[src/rtl/flag_grid_ctrl.sv]
// flag_grid_ctrl
// Flag map controller for a square minesweeper-style board.
// Keeps a MAX_DIM x MAX_DIM flag bitmap and a flag counter, toggles flags on
// request, and wipes the map one row per cycle when cleared or when the game
// level changes.
//
// Ports
//   clk, rst_n                 clock, synchronous active-low reset
//   level                      game level (3 hard, 2 medium, else easy)
//   clear_req                  one-cycle request to wipe all flags
//   mark_flag                  one-cycle request to toggle the flag at
//                              flag_ind_x / flag_ind_y (1-based)
//   cell_revealed              addressed cell is uncovered (with mark_flag)
//   rd_x, rd_y                 1-based read coordinates
//   flag_arr                   flag map, indexed [x-1][y-1]
//   rd_flag                    registered flag at rd_x / rd_y
//   flag_cnt, flags_left       placed flags, remaining flags for this level
//   busy                       clear sweep in progress
//   mark_done, mark_rej        one-cycle accept / reject pulses for a mark
//
// Handshake: there is no back-pressure. Every mark_flag pulse is answered on
// the following cycle by exactly one of mark_done or mark_rej; a clear or a
// level change is always taken in IDLE and silently dropped while busy.
module flag_grid_ctrl #(
    parameter int MAX_DIM = 16,
    parameter int IDX_W   = 5,
    parameter int CNT_W   = 9,
    parameter int DIM_E   = 8,
    parameter int DIM_M   = 10,
    parameter int DIM_H   = 16,
    parameter int MAXF_E  = 10,
    parameter int MAXF_M  = 20,
    parameter int MAXF_H  = 40
) (
    input  logic                            clk,
    input  logic                            rst_n,
    input  logic [1:0]                      level,
    input  logic                            clear_req,
    input  logic                            mark_flag,
    input  logic [IDX_W-1:0]                flag_ind_x,
    input  logic [IDX_W-1:0]                flag_ind_y,
    input  logic                            cell_revealed,
    input  logic [IDX_W-1:0]                rd_x,
    input  logic [IDX_W-1:0]                rd_y,
    output logic [MAX_DIM-1:0][MAX_DIM-1:0] flag_arr,
    output logic                            rd_flag,
    output logic [CNT_W-1:0]                flag_cnt,
    output logic [CNT_W-1:0]                flags_left,
    output logic                            busy,
    output logic                            mark_done,
    output logic                            mark_rej
);

    localparam int AW = (MAX_DIM > 1) ? $clog2(MAX_DIM) : 1;

    typedef enum logic {
        IDLE  = 1'b0,
        CLEAR = 1'b1
    } state_t;

    state_t            state;
    state_t            state_nxt;
    logic [1:0]        lvl_q;
    logic [AW-1:0]     row;
    logic [IDX_W-1:0]  dim;
    logic [CNT_W-1:0]  maxf;
    logic              clr_trig;
    logic              row_last;

    // Board geometry follows the registered level so it cannot change
    // underneath a sweep or a mark.
    always_comb begin
        dim  = IDX_W'(DIM_E);
        maxf = CNT_W'(MAXF_E);
        case (lvl_q)
            2'd3: begin
                dim  = IDX_W'(DIM_H);
                maxf = CNT_W'(MAXF_H);
            end
            2'd2: begin
                dim  = IDX_W'(DIM_M);
                maxf = CNT_W'(MAXF_M);
            end
            default: begin
                dim  = IDX_W'(DIM_E);
                maxf = CNT_W'(MAXF_E);
            end
        endcase
    end

    assign flags_left = maxf - flag_cnt;
    assign row_last   = (row == AW'(MAX_DIM - 1));

    // FSM: state register
    always_ff @(posedge clk) begin
        if (!rst_n) begin
            state <= IDLE;
        end else begin
            state <= state_nxt;
        end
    end

    // FSM: next state and state-derived outputs
    always_comb begin
        state_nxt = state;
        clr_trig  = 1'b0;
        busy      = 1'b0;
        case (state)
            IDLE: begin
                if (clear_req || (level != lvl_q)) begin
                    clr_trig  = 1'b1;
                    state_nxt = CLEAR;
                end
            end
            CLEAR: begin
                busy = 1'b1;
                if (row_last) begin
                    state_nxt = IDLE;
                end
            end
            default: state_nxt = IDLE;
        endcase
    end

    // Mark decode. Coordinates are range-checked at full IDX_W width before
    // the 0-based index is used, so a 0 coordinate can never alias a cell.
    logic [AW-1:0] mxi;
    logic [AW-1:0] myi;
    logic          mark_in_range;
    logic          cur_flag;
    logic          mark_ok;

    assign mxi           = AW'(flag_ind_x - IDX_W'(1));
    assign myi           = AW'(flag_ind_y - IDX_W'(1));
    assign mark_in_range = (flag_ind_x != '0) && (flag_ind_x <= dim) &&
                           (flag_ind_y != '0) && (flag_ind_y <= dim);
    assign cur_flag      = flag_arr[mxi][myi];
    // A clear triggered in this same cycle takes priority over the mark.
    assign mark_ok       = (state == IDLE) && !clr_trig && mark_in_range &&
                           !cell_revealed && (cur_flag || (flag_cnt < maxf));

    // Read port decode
    logic [AW-1:0] rxi;
    logic [AW-1:0] ryi;
    logic          rd_ok;

    assign rxi   = AW'(rd_x - IDX_W'(1));
    assign ryi   = AW'(rd_y - IDX_W'(1));
    assign rd_ok = (rd_x != '0) && (rd_x <= IDX_W'(MAX_DIM)) &&
                   (rd_y != '0) && (rd_y <= IDX_W'(MAX_DIM));

    // Datapath
    always_ff @(posedge clk) begin
        if (!rst_n) begin
            flag_arr  <= '0;
            flag_cnt  <= '0;
            rd_flag   <= 1'b0;
            mark_done <= 1'b0;
            mark_rej  <= 1'b0;
            lvl_q     <= level;
            row       <= '0;
        end else begin
            mark_done <= mark_flag && mark_ok;
            mark_rej  <= mark_flag && !mark_ok;
            rd_flag   <= rd_ok ? flag_arr[rxi][ryi] : 1'b0;
            if (clr_trig) begin
                lvl_q    <= level;
                flag_cnt <= '0;
                row      <= '0;
            end else if (state == CLEAR) begin
                flag_arr[row] <= '0;
                row           <= row + AW'(1);
            end else if (mark_flag && mark_ok) begin
                flag_arr[mxi][myi] <= ~cur_flag;
                flag_cnt           <= cur_flag ? (flag_cnt - CNT_W'(1))
                                               : (flag_cnt + CNT_W'(1));
            end
        end
    end

endmodule
[config.mk]
export PLATFORM = sky130hd
export DESIGN_NAME = flag_grid_ctrl
export DESIGN_NICKNAME = d
export VERILOG_FILES = /design/src/rtl/flag_grid_ctrl.sv
export SDC_FILE = /design/constraint.sdc
export NUM_CORES = 1
export LEC_CHECK = 0
export BUFFER_PORTS_ARGS = -buffer_cell sky130_fd_sc_hd__buf_2
export CAP_MARGIN = 20
export CORE_ASPECT_RATIO = 1.1
export CORE_MARGIN = 2
export CORE_UTILIZATION = 42
export DETAILED_ROUTE_END_ITERATION = 8
export GPL_TIMING_DRIVEN = 0
export HOLD_SLACK_MARGIN = 0.08
export PLACE_DENSITY = 0.68
export SETUP_SLACK_MARGIN = 0.15
export SLEW_MARGIN = 20
export SYNTH_ARGS = -nofsm -noshare
export SYNTH_HDL_FRONTEND = slang
export SYNTH_SLANG_ARGS = --single-unit
[constraint.sdc]
create_clock -name clk -period 6.54 [get_ports clk]
set_input_delay 1.962 -clock clk [delete_from_list [all_inputs] [get_ports clk]]
set_output_delay 1.962 -clock clk [all_outputs]
set_load 0.01 [all_outputs]
==> run_results.csv, run 1 <==
group,metric,value,unit
global_routing,antenna_found_initial,2,
worst_setup_path,cp_num_buf_inv,7,
worst_setup_path,critPathTopFamily,"simple AND/OR/NAND/NOR gates",
route,drt-pass1-iter-count,7,
floorplanning,start_util,42.6,%
global_routing,grt_max_degree,13,
layout,fill_cells,3945,
yosys,synth_seq_area_share,31.5,%
floorplanning,core-area,41200,um2
global_routing,grt-ovfl-total,0,
timing,relSlewSlack,14.7,%
clocking,hold_buffers,0,
placed_design,place_inst,2704,
worst_setup_path,path_cells,"buf_2 -> buf_6 -> buf_12 -> buf_16 -> clkinvlp_4 -> ha_4 -> buf_12 -> buf_16 -> mux4_2 -> o22ai_2 -> nor4_1 -> o41ai_1 -> nand2_1 -> or3_4 -> ha_4 -> nor2b_2 -> o21ai_1 -> nand2b_1 -> a21oi_1 -> o21bai_1 -> a31oi_1 -> or3_1 -> mux2i_2 -> mux2i_1",
timing,fmax,0.156,GHz
yosys,ys.flop_type,"dfxtp_1",
layout,fin_area,21600,um2
clocking,cts_tree,"built",
yosys,async_reset_ff_share,0,%
placed_design,placed_area,19800,um2
yosys,syn_avg_cell_area,9.52,um2
pwr,p_per_area,215,nW/um2
worst_setup_path,cp.required,7.01,ns
floorplanning,num_rows,78,
yosys,syn_area,17500,um2
timing,setup_viol,0,
layout,multi_input_area,10100,um2
layout,final_common_cell,"buf_2",
yosys,synth-edff-count,2,
worst_setup_path,max_stage_delay,0.48,ns
min_path,hp-class,"register to register",
layout,regArea,5530,um2
timing,worst_pin_slew,1.28,ns
layout,n_antenna_cell,0,
worst_setup_path,slowest_stage,"or3_4",
route,drtIter0Drc,2641,
global_routing,grt_util_met2,62.0,%
worst_setup_path,end_kind,"register",
yosys,ys_ff_latch,275,
worst_setup_path,critPathKind,"primary input to register",
run_status,outcome,"completed",
global_routing,grt_most_used_layer,"met2",
layout,area_growth,23.2,%
layout,nets,2273,
yosys,ys_warn_count,0,
yosys,synthDistinctLibCells,60,
timing,slew_viol_final,0,
layout,drive_above_1_share,28.9,%
timing,rsz0062_at_grt,"true",
route,wl_per_cell,32.9,um
clocking,insertion_delay,0.56,ns
route,wirelength,92000,um
clocking,clockBufferDepth,3,
timing,min_period,6.41,ns
floorplanning,die_h,218,um
timing,skew,0.0326,ns
clocking,cts_buffers,35,
worst_setup_path,cp_max_fo,10,
placed_design,place_ws,-1.56,ns
global_routing,track_usage,41.3,%
clocking,cts_sinks,275,
floorplanning,io_pins,305,
clocking,cts_root_buf,"clkbuf_16",
placed_design,hpwl,69600,um
layout,stdcell_count,2799,
global_routing,grt_pass1_vias,17926,
yosys,netlist_instances,1843,
layout,mostFrequentLayoutCells,"buf_2 (341), inv_1 (282), dfxtp_1 (273), o22ai_1 (266), o41ai_1 (258)",
job,drv_cap,0,
route,via_per_inst,6.96,
floorplanning,die_w,199,um
pwr,p_leak,7.97,nW
clocking,htree_num_levels,2,
route,drcViolationCount,0,
placed_design,gp_congestion,1.01,
timing,post-route-period-util,98.0,%
global_routing,grt_pass1_wl,129000,um
route,drtAntennaViolNets,0,
worst_setup_path,worstPathArrival,6.88,ns
pwr,vdd_drop_max,0.000204,V
timing,hold_violations,0,
floorplanning,die_area,43400,um2
route,dr_total_vias,19483,
clocking,cts.clk_slew.worst_paths,0.06,ns
placed_design,io_buffer_count,300,
timing,fin_ws,0.133,ns
worst_setup_path,start_kind,"primary input",
timing,setup_tns,0,ns
global_routing,use_met3,10.8,%
global_routing,use_met1,54.4,%
yosys,synth_fp_nets,1903,
final timing paths:
check / from / slack (ns) / depth (start not counted) / endpoint
worst min-delay path: flag_arr[225] / 0.49 / 2 / flag_arr[225]
worst max register to register: lvl_q[1] / 1.96 / 13 / flag_arr[176]
worst max-delay path: flag_ind_x[0] / 0.13 / 24 / flag_cnt[8]
worst min register to register: flag_arr[225] / 0.49 / 2 / flag_arr[225]
where the power goes:
group	switching (mW)	internal, mW
clock network	0.839	1.23
registers	0.00398	1.68
logic	0.615	0.268
total	1.46	3.18
what timing repair did:
action                                  CTS  global route
pin swaps                                 5             6
setup buffers                            13            18
resized for setup                        49            26
endpoints found under the setup margin  265            51
gates cloned                              0             1
routing by layer:
metal	wire, um	vias to the layer above
met5	12	-
met4	5740	2
met3	11400	346
met2	39800	1611
met1	35100	9549
li1	-	7975
synthesized netlist by cell type (all sizes together), types with 3 or more instances:
cell | n | area share (%)
mux4 | 138 | 18
xor2 | 9 | 0.45
nor4 | 13 | 0.55
o21bai | 5 | 0.21
nand4 | 17 | 1.5
o31ai | 4 | 0.17
a21o | 16 | 0.68
nor4b | 3 | 0.15
o21ai | 18 | 0.51
ha | 31 | 2.2
nor2b | 9 | 0.32
nand3 | 20 | 0.57
buf | 66 | 2.4
a21oi | 51 | 1.5
clkbuf | 148 | 3.2
nor2 | 34 | 0.73
a31oi | 4 | 0.14
a31o | 4 | 0.20
o22ai | 267 | 9.5
xnor2 | 14 | 0.70
inv | 284 | 6.1
mux2i | 37 | 2.1
nand2b | 4 | 0.14
o41ai | 258 | 13
dfxtp | 273 | 31
nor3 | 7 | 0.20
or4 | 5 | 0.21
and2 | 5 | 0.18
nand2 | 45 | 0.96
o32ai | 4 | 0.20
or3 | 8 | 0.29
a21boi | 17 | 0.75
layout make-up:
cell class | count | share of cell area, %
well taps | 560 | 3.24
plain buffers | 214 | 5.41
inverters | 284 | 4.95
multi-input cells | 1070 | 47.0
clock buffers | 49 | 4.81
clock inverters | 14 | 0.770
repair buffers | 333 | 8.29
flip-flops and latches | 275 | 25.6
kinds of logic (layout without fill, tap and decap cells):
group,Yosys count,after routing,share of synthesized area [%]
compound gates,661,661,27.4
buf+inv,498,894,11.6
flops,275,275,31.5
simple gates,177,177,6.06
mux,175,175,19.8
fa+ha+maj,34,34,2.50
xor+xnor,23,23,1.15
per-stage QoR:
step                hold slack [ns]  utilization [%]  total power, mW
floorplan                     0.491                -             2.19
global route                  0.494             52.5             4.70
finish                        0.486             52.5             4.64
detailed placement            0.473             48.1             2.49
global placement              0.462             48.0             2.48
CTS                           0.477             51.8             4.56
registers in the layout (all words and copies together), names as in the netlist:
register / cells
row: 4
lvl_q: 2
flag_arr: 256
mark_done: 1
state: 1
rd_flag: 1
mark_rej: 1
flag_cnt: 9
tightest hold or removal path: stages (launching register included):
cell and delay (ns):
dfxtp_1 0.33, inv_1 0.06, o22ai_1 0.05
No activity file was read; power rests on OpenSTA's default activity.
==> run 2, diff against run 1 <==
--- a/config.mk
+++ b/config.mk
@@ -13,7 +13,7 @@
 export DETAILED_ROUTE_END_ITERATION = 8
 export GPL_TIMING_DRIVEN = 0
 export HOLD_SLACK_MARGIN = 0.08
-export PLACE_DENSITY = 0.68
+export PLACE_DENSITY = 0.66
 export SETUP_SLACK_MARGIN = 0.15
 export SLEW_MARGIN = 20
 export SYNTH_ARGS = -nofsm -noshare
==> constraint.sdc (replaced) <==
create_clock -name clk -period 6.6 [get_ports clk]
set_input_delay 1.98 -clock clk [delete_from_list [all_inputs] [get_ports clk]]
set_output_delay 1.98 -clock clk [all_outputs]
set_load 0.01 [all_outputs]
==> run_results.csv, run 2 (same netlist as run 1, synthesis figures left out) <==
group,metric,value,unit
run_status,outcome,"completed",
clocking,cts_sinks,275,
layout,largest_register_ffs,256,
route,wirelength,92400,um
placed_design,place_inst,2703,
global_routing,grt_pass1_wl,129000,um
layout,final_util,52.0,%
timing,setup_viol,0,
worst_setup_path,end_kind,"register",
floorplanning,io_pins,305,
clocking,cts.clk_slew.worst_paths,0.06,ns
route,wl_per_cell,33.2,um
layout,drive_above_1_share,28.4,%
clocking,cts_buffers,34,
layout,area_growth,22.2,%
route,drcViolationCount,0,
global_routing,track_usage,41.7,%
placed_design,hpwl,69800,um
pwr,vdd_drop_max,0.000176,V
worst_setup_path,cp.required,7.08,ns
clocking,clockBufferDepth,3,
pwr,p_leak,7.87,nW
timing,relSlewSlack,17.7,%
clocking,cts_root_buf,"clkbuf_16",
floorplanning,start_util,42.6,%
global_routing,grt_max_degree,13,
worst_setup_path,start_kind,"primary input",
worst_setup_path,worstPathArrival,6.88,ns
job,drv_cap,0,
timing,fmax,0.156,GHz
route,dr_total_vias,19303,
global_routing,grt_pass1_vias,18119,
worst_setup_path,critPathKind,"primary input to register",
layout,top_regs,"flag_arr (256), flag_cnt (9), row (4)",
route,drt-pass1-iter-count,5,
worst_setup_path,cp_max_fo,10,
global_routing,grt-ovfl-total,0,
layout,final_common_cell,"buf_2",
timing,min_period,6.41,ns
floorplanning,die_h,218,um
floorplanning,core-area,41200,um2
floorplanning,num_rows,78,
clocking,cts_tree,"built",
timing,hold_violations,0,
layout,fill_cells,3957,
clocking,hold_buffers,0,
placed_design,io_buffer_count,300,
timing,worst_pin_slew,1.23,ns
timing,skew,0.0277,ns
floorplanning,die_area,43400,um2
placed_design,gp_congestion,0.993,
timing,post-route-period-util,97.1,%
layout,n_antenna_cell,0,
timing,slew_viol_final,0,
floorplanning,die_w,199,um
min_path,hp-class,"register to register",
timing,rsz0062_at_grt,"false",
route,drtAntennaViolNets,0,
layout,largest-register,"flag_arr",
route,via_per_inst,6.95,
pwr,p_per_area,214,nW/um2
layout,nets,2254,
global_routing,antenna_found_initial,2,
route,drtIter0Drc,2422,
layout,mostFrequentLayoutCells,"buf_2 (340), inv_1 (282), dfxtp_1 (273), o22ai_1 (265), o41ai_1 (258)",
clocking,insertion_delay,0.56,ns
layout,stdcell_count,2779,
clocking,htree_num_levels,2,
pwr,p_total,4.59,mW
[run 2: cell types whose count changed in the layout (fill, tap and decap cells not counted), moves of 2 or more]
| cell | before | now |
|---|---|---|
| buf_4 | 30 | 16 |
| bufinv_16 | 3 | 6 |
| clkbuf_16 | 40 | 37 |
| clkbuf_4 | 1 | 3 |
| clkbuf_8 | 9 | 5 |
[run 2: where the power goes]
group	switching (mW)	internal [mW]	total [mW]
logic	0.604	0.248	0.852
clock network	0.820	1.25	2.07
registers	0.00420	1.66	1.67
total	1.43	3.17	4.59
[run 2: path summary, 6_finish.rpt]
path            startpoint             to  slack [ns]  cells past startpoint
max reg2reg       lvl_q[1]  flag_arr[217]        2.01                     11
min reg2reg  flag_arr[202]  flag_arr[202]        0.49                      2
min          flag_arr[202]  flag_arr[202]        0.49                      2
max          flag_ind_x[0]    flag_cnt[8]        0.19                     21
[run 2: routing by layer]
| layer | up-vias | track usage, % | part of all wire [%] | wire length (um) |
|---|---|---|---|---|
| li1 | 7936 | - | - | - |
| met1 | 9515 | 55.4 | 38 | 35500 |
| met2 | 1516 | 63.1 | 44 | 40400 |
| met3 | 332 | 9.17 | 12 | 10700 |
| met4 | 4 | 22.9 | 6.2 | 5730 |
| met5 | - | 0 | 0.032 | 30 |
[run 2: layout make-up]
class                   count  area (um2)  share of cell area [%]
well taps                 560         701                    3.27
plain buffers             214        1160                    5.43
repair buffers            315        1610                    7.53
clock buffers              43         946                    4.41
inverters                 284        1070                    4.99
multi-input cells        1070       10200                    47.4
flip-flops and latches    275        5530                    25.8
clock inverters            18         249                    1.16
[run 2: critical path: stages]
cell and delay, ns:
buf_2 0.16, buf_6 0.15, buf_12 0.11, buf_4 0.28, buf_6 0.32, mux4_2 0.61, a21oi_4 0.18, nor4_1 0.08
o41ai_1 0.41, nand2_1 0.22, or3_4 0.47, buf_4 0.19, ha_1 0.28, o21ai_0 0.08, nand2b_1 0.13, a21oi_2 0.08
o21bai_1 0.17, a31oi_1 0.14, or3_1 0.35, mux2i_2 0.25, mux2i_1 0.20
[run 2: stage by stage]
step | TNS, ns | worst slack, ns | cell area (um2) | hold WS [ns]
global placement | -233.48 | -1.74 | 19800 | 0.465
detailed placement | -227.17 | -1.74 | 19800 | 0.469
CTS | 0 | 0.183 | 21200 | 0.482
floorplan | 0 | 0.168 | 17600 | 0.491
global route | 0 | 0.142 | 21400 | 0.501
finish | 0 | 0.194 | 21400 | 0.486
[run 2: what timing repair did]
item                       4_1_cts  5_1_grt
pin swaps                        5        5
setup endpoints to repair      266        9
resized for setup               46       34
hold endpoints to repair         0        0
setup buffers                    7        8
==> run 3, diff against run 2 <==
--- a/config.mk
+++ b/config.mk
@@ -8,7 +8,6 @@
 export BUFFER_PORTS_ARGS = -buffer_cell sky130_fd_sc_hd__buf_2
 export CAP_MARGIN = 20
 export CORE_ASPECT_RATIO = 1.1
-export CORE_MARGIN = 2
 export CORE_UTILIZATION = 42
 export DETAILED_ROUTE_END_ITERATION = 8
 export GPL_TIMING_DRIVEN = 0
==> constraint.sdc (replaced) <==
create_clock -name clk -period 7.3 [get_ports clk]
set_input_delay 2.19 -clock clk [delete_from_list [all_inputs] [get_ports clk]]
set_output_delay 2.19 -clock clk [all_outputs]
set_load 0.01 [all_outputs]
==> run_results.csv, run 3 (same netlist as run 1, synthesis figures left out) <==
group,metric,value,unit
run_status,outcome,"finished with violations",
run_status,violations,"design-rule violations",
min_path,whs_path_depth,2,
worst_setup_path,worstPathArrival,7.51,ns
global_routing,track_usage,41.5,%
timing,hold_slack,0.481,ns
layout,mostFrequentLayoutCells,"buf_2 (341), inv_1 (282), dfxtp_1 (273), o22ai_1 (267), o41ai_1 (258)",
pwr,p_leak,7.79,nW
worst_setup_path,r2r-start,"lvl_q[1]",
worst_setup_path,end_kind,"register",
floorplanning,die_w,197,um
clocking,clockBufferDepth,3,
floorplanning,die_h,216,um
floorplanning,start_util,42.6,%
worst_setup_path,r2r-end,"flag_arr[219]",
worst_setup_path,critPathKind,"primary input to register",
global_routing,antenna_found_initial,4,
layout,final_common_cell,"buf_2",
route,wl_per_cell,32.6,um
timing,worst_pin_slew,1.31,ns
timing,post-route-period-util,96.4,%
clocking,cts.clk_slew.worst_paths,0.06,ns
timing,min_period,7.03,ns
route,dr_total_vias,19151,
job,drv_cap,0,
layout,drive_above_1_share,27.3,%
floorplanning,io_pins,305,
worst_setup_path,rrSetupSlack,2.94,ns
timing,fmax,0.142,GHz
clocking,cts_buffers,34,
clocking,cts_tree,"built",
pwr,vdd_drop_max,0.000144,V
global_routing,grt_pass1_vias,17704,
worst_setup_path,cp_max_fo,10,
timing,rsz0062_at_grt,"false",
global_routing,grt_max_degree,13,
timing,setup_tns,0,ns
route,drcViolationCount,2,
layout,largest-register,"flag_arr",
placed_design,gp_congestion,1.02,
min_path,worstHoldStart,"flag_arr[88]",
min_path,hp-class,"register to register",
layout,top_regs,"flag_arr (256), flag_cnt (9), row (4)",
global_routing,grt_pass1_wl,128000,um
floorplanning,core-area,41200,um2
worst_setup_path,start_kind,"primary input",
placed_design,place_inst,2705,
route,drtIter0Drc,2476,
floorplanning,num_rows,78,
timing,slew_viol_final,0,
min_path,holdPathEnd,"flag_arr[88]",
layout,stdcell_count,2777,
clocking,htree_num_levels,2,
clocking,cts_root_buf,"clkbuf_16",
route,wirelength,90500,um
clocking,hold_buffers,0,
layout,area_growth,20.9,%
placed_design,hpwl,68400,um
route,drt-pass1-iter-count,8,
pwr,p_per_area,192,nW/um2
clocking,cts_sinks,275,
worst_setup_path,r2r.worst_path.cells,11,
timing,fin_ws,0.265,ns
timing,relSlewSlack,12.9,%
timing,setup_viol,0,
layout,largest_register_ffs,256,
route,via_per_inst,6.90,
timing,hold_violations,0,
layout,nets,2251,
route,drtAntennaViolNets,0,
floorplanning,die_area,42600,um2
global_routing,grt-ovfl-total,0,
placed_design,place_ws,-1.79,ns
worst_setup_path,cp.required,7.78,ns
clocking,insertion_delay,0.56,ns
timing,skew,0.0228,ns
placed_design,io_buffer_count,300,
==> run 3: changes by cell type in the layout (fill, tap and decap cells not counted), sizes merged <==
cell	change
bufinv	-3
clkbuf	+2
clkinv	-3
clkinvlp	-1
inv	+1
diode	+1
buf	+1
==> run 3: power by group <==
group	switching, mW	total [mW]	internal, mW
clock	0.743	1.81	1.06
combinational	0.540	0.756	0.216
sequential	0.00348	1.51	1.50
total	1.29	4.07	2.78
==> run 3: cell type report <==
| class | instances | area (um2) |
|---|---|---|
| Multi-Input combinational cell | 1070 | 10100 |
| Clock buffer | 49 | 998 |
| Timing Repair Buffer | 312 | 1600 |
| Fill cell | 3900 | 20000 |
| Buffer | 214 | 1100 |
| Sequential cell | 275 | 5530 |
| Inverter | 284 | 1070 |
| Tap cell | 560 | 701 |
| Clock inverter | 12 | 151 |
| Antenna cell | 1 | 2.50 |
==> run 3: metal layers <==
layer  GRT usage (%)  up-vias  part of all wire [%]
li1                -     7951                     -
met1            55.1     9350                    38
met2            62.0     1551                    43
met3            11.0      297                    12
met4            21.4        2                   5.8
met5               0        -                 0.014
==> run 3: worst max-delay path by stage <==
stage	from	endpoint	slack, ns	depth (start not counted)
2_1_floorplan	flag_ind_x[0]	flag_cnt[7]	0.28	23
6_report	flag_ind_x[0]	flag_cnt[8]	0.27	24
3_5_place_dp	flag_ind_x[0]	flag_cnt[8]	-1.79	24
4_1_cts	flag_ind_x[0]	flag_cnt[8]	0.18	24
5_1_grt	flag_ind_x[0]	flag_cnt[8]	0.14	24
3_3_place_gp	flag_ind_x[0]	flag_cnt[8]	-2.06	24
==> run 3: worst max-delay path, cell delays in order <==
cell and delay (ns):
buf_2 0.11, buf_2 0.19, buf_12 0.21, buf_12 0.22
clkinvlp_4 0.15, ha_1 0.33, buf_8 0.21, clkbuf_16 0.24
mux4_2 0.34, a21oi_1 0.29, nor4_1 0.14, a21o_1 0.18
o31a_1 0.32, or3_4 0.45, ha_1 0.36, nor2b_1 0.17
o21ai_0 0.09, nand2b_1 0.13, a21oi_1 0.08, o21bai_1 0.18
a31oi_1 0.14, or3_1 0.32, mux2i_1 0.21, mux2i_1 0.21
==> run 3: through the flow <==
stage               area, um2  utilization [%]  power (mW)
floorplan               17500                -        1.96
global placement        19700             47.9        2.22
detailed placement      19800             48.1        2.23
CTS                     21100             51.2        4.01
global route            21200             51.5        4.14
finish                  21200             51.5        4.07
==> run 3: what timing repair did <==
action,CTS,global route
hold endpoints to repair,0,0
gates resized for setup,30,22
endpoints found under the setup margin,265,2
buffers inserted,2,7
pin swaps,2,4
gates cloned,0,0
